### src/rtl/counter_arbiter.sv
// Two-requester round-robin arbiter that lends a single up-counter to the winner.
// The owner sees a count from 0 to its latched limit, then a one-cycle done pulse.
module counter_arbiter #(
  parameter int W         = 4,
  parameter bit PRIO_INIT = 1'b0
) (
  input  logic         clk,
  input  logic         rst,
  input  logic         req0,
  input  logic         req1,
  input  logic [W-1:0] lim0,
  input  logic [W-1:0] lim1,
  output logic         gnt0,
  output logic         gnt1,
  output logic         done0,
  output logic         done1,
  output logic [W-1:0] a,
  output logic         busy
);

  typedef enum logic [1:0] {
    IDLE  = 2'd0,
    COUNT = 2'd1,
    DONE  = 2'd2
  } state_t;

  localparam logic [W-1:0] ZERO = {W{1'b0}};
  localparam logic [W-1:0] ONE  = {{(W-1){1'b0}}, 1'b1};

  state_t         state_r;
  logic           owner_r;
  logic           ptr_r;
  logic [W-1:0]   lim_q_r;
  logic           pick1_s;
  logic           owner_req_s;

  // Arbitration choice and the current owner's request line.
  always_comb begin
    pick1_s     = 1'b0;
    owner_req_s = 1'b0;
    if (req0 && req1) begin
      pick1_s = ptr_r;
    end else if (req1) begin
      pick1_s = 1'b1;
    end else begin
      pick1_s = 1'b0;
    end
    if (owner_r) begin
      owner_req_s = req1;
    end else begin
      owner_req_s = req0;
    end
  end

  // Control FSM; every output is driven from this register block.
  always_ff @(posedge clk) begin
    if (rst) begin
      state_r <= IDLE;
      owner_r <= 1'b0;
      ptr_r   <= PRIO_INIT;
      lim_q_r <= ZERO;
      a       <= ZERO;
      gnt0    <= 1'b0;
      gnt1    <= 1'b0;
      done0   <= 1'b0;
      done1   <= 1'b0;
      busy    <= 1'b0;
    end else begin
      case (state_r)
        IDLE: begin
          a     <= ZERO;
          done0 <= 1'b0;
          done1 <= 1'b0;
          if (req0 || req1) begin
            state_r <= COUNT;
            owner_r <= pick1_s;
            gnt0    <= ~pick1_s;
            gnt1    <= pick1_s;
            lim_q_r <= pick1_s ? lim1 : lim0;
            busy    <= 1'b1;
          end else begin
            gnt0 <= 1'b0;
            gnt1 <= 1'b0;
            busy <= 1'b0;
          end
        end
        COUNT: begin
          if (!owner_req_s) begin
            // Abort: release immediately, no completion pulse.
            state_r <= IDLE;
            gnt0    <= 1'b0;
            gnt1    <= 1'b0;
            a       <= ZERO;
            busy    <= 1'b0;
            ptr_r   <= ~owner_r;
          end else if (a == lim_q_r) begin
            state_r <= DONE;
            gnt0    <= 1'b0;
            gnt1    <= 1'b0;
            done0   <= ~owner_r;
            done1   <= owner_r;
            ptr_r   <= ~owner_r;
          end else begin
            a <= a + ONE;
          end
        end
        DONE: begin
          state_r <= IDLE;
          done0   <= 1'b0;
          done1   <= 1'b0;
          a       <= ZERO;
          busy    <= 1'b0;
        end
        default: begin
          state_r <= IDLE;
          gnt0    <= 1'b0;
          gnt1    <= 1'b0;
          done0   <= 1'b0;
          done1   <= 1'b0;
          a       <= ZERO;
          busy    <= 1'b0;
        end
      endcase
    end
  end

endmodule

### config.mk
export PLATFORM = sky130hd
export DESIGN_NAME = counter_arbiter
export DESIGN_NICKNAME = d
export VERILOG_FILES = /design/src/rtl/counter_arbiter.sv
export SDC_FILE = /design/constraint.sdc
export NUM_CORES = 1
export LEC_CHECK = 0
export CAP_MARGIN = 25
export CORE_UTILIZATION = 45
export DETAILED_ROUTE_END_ITERATION = 10
export GPL_TIMING_DRIVEN = 0
export PLACE_DENSITY = 0.77
export SETUP_SLACK_MARGIN = 0.3
export SLEW_MARGIN = 10
export SYNTH_ARGS = -nofsm -noshare
export SYNTH_HDL_FRONTEND = slang
export SYNTH_SLANG_ARGS = --single-unit
### constraint.sdc
create_clock -name clk -period 1.79 [get_ports clk]
set_input_delay 0.358 -clock clk [delete_from_list [all_inputs] [get_ports clk]]
set_output_delay 0.358 -clock clk [all_outputs]
set_load 0.005 [all_outputs]
; ---- After elaboration in Yosys (flattened, before gate mapping)
; Index checks and enable logic that the tools add are counted.
[word_totals]
input_bits = 12
output_inout_bits = 9
register_bits = 17
elab_cells = 52
[op_classes]
mux = 19
addsub = 1
eq_ne = 7
bitwise_logic = 5
reduce_logical = 10
[ops]
columns = cell, n
row1 = $mux 1, 11
row2 = $reduce_and 2->1, 5
row3 = $mux 2, 3
row4 = $pmux 1 s3, 2
row5 = $not 1->1, 5
row6 = $add 4x1->4 const B, 1
row7 = $eq 4x4->1, 1
row8 = $mux 4, 1
row9 = $ne 2x2->1 const B, 2
row10 = $pmux 2 s2, 1
row11 = $ne 3x3->1 const B, 1
row12 = $reduce_or 3->1, 1
row13 = $eq 2x1->1 const B, 1
row14 = $eq 2x2->1 const B, 1
row15 = $logic_not 2->1, 1
row16 = $ne 2x1->1 const B, 1
row17 = $pmux 1 s2, 1
row18 = $reduce_or 2->1, 1
row19 = $logic_and 1x1->1, 1
row20 = $logic_or 1x1->1, 1

; ---- Depth between registers and ports, before layout
[logic_depth]
ltp_word = 5
depth_mapped = 5
mapped_depth_nobuf = 4

; ---- Worst setup path after synthesis
; Ideal clock, no wire load.
[synth_path]
path_kind = flip-flop to flip-flop
from = reg a[1]
to = reg done1
path_slack_ns = 0.288
n_path_buf = 1
setup_ns = 0.118
period_less_slack_ns = 1.502
path_stages_with_launch = 6
required_time_ns = 1.672
arrival_ns = 1.384
cell_sequence = dfxtp_1 xor2_1 or4_4 buf_6 o21ai_1 a21oi_1
[synth_between]
elab_chain_cells = 2
[synth_lines]
columns = item, line_no
row1 = from (decl), 17  ; output logic [W-1:0] a,
row2 = from (signal assigned), 104  ; a <= a + ONE;
row3 = $eq 4x4->1, 96  ; end else if (a == lim_q_r) begin
row4 = $reduce_and 2->1 (no source line), -
row5 = to (signal assigned), 101  ; done1 <= owner_r;
row6 = to (decl), 16  ; output logic done1,
; No other way between the ends.
; A chain may end at the register's enable or synchronous reset.

; ---- Final worst setup path
[layout_path]
from = reg a[0]
to = reg done1
; Same word-level chain as after synthesis.

==> flow_metrics.py <==
metrics = {
    "run_status": {
        "status": "completed",
    },
    "place": {
        "io_buffers": 19,
        "dp_hpwl_um": 1260,
        "gp_congestion": 0.834,
        "dp_cells": 136,
    },
    "worst_setup_path": {
        "cp.buffers_inverters": 1,
        "worst_path_largest_cell_delay_ns": 0.54,
        "crit_slowest_cell": "or4_4",
        "worstPathMaxFanout": 7,
        "worst-r2r-setup-slack_ns": 0.23,
        "cp_cell_sequence": "xor2_4, or4_4, buf_6, o21ai_2, a21oi_2",
        "rr_worst_depth": 5,
        "crit_type": "flip-flop to flip-flop",
        "crit_arrival_ns": 1.75,
        "crit_family": "simple AND/OR/NAND/NOR gates",
        "r2r_start": "a[0]",
        "worstSetupStartpointType": "flip-flop",
        "cp_num_cells": 5,
        "cp-end-kind": "flip-flop",
        "critical_path_required_ns": 1.98,
        "timing.rr.end": "done1",
    },
    "route": {
        "via_per_inst": 5.46,
        "drtPass1Iterations": 4,
        "routed_wl_um": 2090,
        "drc": 0,
        "drt_iter0_drc": 30,
        "ant_nets": 0,
        "wl_per_cell_um": 14.0,
        "vias": 814,
    },
    "clocking": {
        "cts_buffers": 3,
        "clock_path_buffers": 2,
        "cts_root_buffer": "clkbuf_4",
        "clk_latency_ns": 0.29,
        "cts_tree": "built",
        "hold_buffers": 0,
        "h-tree-depth": 1,
        "clock-sinks": 17,
        "clk_pin_slew_ns": 0.11,
    },
    "final_layout": {
        "reg_top3": "a: 4 flops, lim_q_r: 4 flops, state_r: 2 flops",
        "stdcell_count": 149,
        "drive_above_1_share_pct": 29.0,
        "area_growth_pct": 51.7,
        "nets": 138,
        "nFillCells": 129,
        "antenna_cells": 0,
    },
    "die": {
        "chipWidth_um": 44.8,
        "core-area_um2": 1730,
        "ioPinCount": 21,
        "fp.dieH_um": 44.8,
        "rows": 15,
        "start_util_pct": 47.8,
        "dieArea_um2": 2010,
    },
    "synthesis": {
        "synth_top_area_cell": "dfxtp_1",
        "synth_flop_cell": "dfxtp_1",
        "synth_area_leaders": "dfxtp_1, mux2i_1, a21oi_1, xor2_1, nor2_1",
        "synth_edf_count": 0,
        "yosysSeqAreaShare_pct": 41.2,
        "synth_area_um2": 826,
        "async_flop_share_pct": 0,
        "synth_nets": 105,
        "synth_most_common_cell": "dfxtp_1",
        "netlist_instances": 92,
        "yosys-top-cells-count": "dfxtp_1, nor2_1, a21oi_1, nand2_1, mux2i_1",
        "synth.top_cell.area_share_pct": 41.2,
        "synth-seq-cells": 17,
        "yosys_warnings": 0,
        "synth.distinct_cells": 30,
        "avgSynthCellArea_um2": 8.98,
    },
    "sta": {
        "whs_ns": 0.459,
        "setup_tns_ns": 0,
        "fmaxAchievable_mhz": 642,
        "slew-limit-headroom_pct": 67.8,
        "hold_violations": 0,
        "finalSetupViolCount": 0,
        "final.min_clock_period_ns": 1.56,
        "slew_viol_final": 0,
        "rsz0062_at_grt": "yes",
        "finClkSkew_ns": 0.00522,
        "tightest_slew_ns": 0.482,
        "fin_crit_sh_pct": 87.0,
    },
    "pwr": {
        "comb_power_share_pct": 33.2,
        "p_sw_share_pct": 32.2,
        "p_int_mw": 0.672,
        "p_leak_nw": 0.569,
        "power.share.clock_pct": 21.5,
        "power_switching_mw": 0.318,
        "powerDensity_nw_per_um2": 791,
        "seqPwrFrac_pct": 45.2,
        "irDropWorstVdd_uv": 429,
    },
    "grt": {
        "grt_pass1_vias": 741,
        "grt_pass1_wl_um": 3190,
        "grt_overflow": 0,
        "grt_max_degree": 11,
        "grt_use_total_pct": 22.1,
        "antenna_found_initial": 0,
    },
    "hold_path": {
        "hold_depth": 2,
        "min_path_type": "flip-flop to flip-flop",
        "hold_start": "busy",
        "hold_end": "busy",
    },
    "job": {
        "drv_cap": 0,
    },
}
-- power groups by stage --
stage	logic, mW	clock network, mW	registers [mW]
after global placement	0.259	0	0.450
after floorplan	0.188	0	0.447
after CTS	0.299	0.212	0.441
after global routing	0.357	0.240	0.452
after detailed placement	0.265	0	0.451
final	0.329	0.213	0.448
-- routing by layer --
metal  up-vias  GRT usage, %  wire (µm)
met5         -             0          0
li1        396             -          -
met3         2          4.00        141
met1       379          27.4        838
met2        37          38.5       1090
met4         0          7.88         19
-- logic make-up (layout without fill, tap and decap cells) --
group	Yosys count	count (layout)	synth area share, %
buf+inv	6	38	3.64
fa+ha+maj	1	1	1.51
mux	5	5	6.06
flops	17	17	41.2
xor+xnor	5	5	5.30
compound gates	26	26	20.3
simple gates	32	32	22.0
-- worst max path at each step --
stage	slack, ns	endpoint	startpoint
2_1_floorplan	0.31	done1	a[1]
3_3_place_gp	-0.04	state_r[0]	rst
3_5_place_dp	-0.04	state_r[0]	rst
4_1_cts	0.25	a[2]	a[2]
5_1_grt	0.20	done1	a[0]
6_report	0.23	done1	a[0]
-- final cells by class --
type	count	area, µm²	share of cell area [%]
buffer	4	22.5	1.80
inverter	2	7.51	0.599
clock buffer	4	26.3	2.10
sequential	17	358	28.6
timing repair buffer	28	263	21.0
multi-input combinational	69	544	43.5
tap	25	31.3	2.50
-- tightest hold or removal path, delay by kind of cell, from the launching register on --
| kind | cells | cell delay [ns] |
|---|---|---|
| DFF | 1 | 0.34 |
| AOI/OAI and AO/OA | 1 | 0.06 |
| and+or+nand+nor | 1 | 0.04 |
-- cells in the final DEF, fill, tap and decap left out, types with 3 or more instances in the layout --
cell / netlist / final
dlygate4sd2_1: 0 / 4
a21o_1: 3 / 3
dfxtp_4: 0 / 3
dlymetal6s2s_1: 0 / 4
a21oi_2: 0 / 3
dfxtp_2: 0 / 5
clkdlybuf4s50_1: 0 / 11
nand2_1: 8 / 8
clkbuf_1: 3 / 4
o21ai_0: 4 / 4
mux2i_1: 5 / 5
nor2_1: 9 / 9
dfxtp_1: 17 / 9
a21oi_1: 8 / 5
buf_4: 0 / 9
clkbuf_4: 0 / 3
a211oi_1: 4 / 4
-- what timing repair did --
action,CTS,global route
pin swaps,6,2
setup buffers,8,1
setup endpoints to repair,18,16
resized for setup,13,17
-- per-stage QoR --
step | util, % | total power [mW] | setup WS [ns] | cell area [µm²]
after CTS | 68.0 | 0.952 | 0.252 | 1170
after global routing | 72.5 | 1.05 | 0.197 | 1250
after detailed placement | 61.7 | 0.717 | -0.0369 | 1060
after floorplan | - | 0.635 | 0.308 | 843
after global placement | 61.7 | 0.709 | -0.0373 | 1060
final | 72.5 | 0.990 | 0.233 | 1250
(Power assumes the default switching activity.)
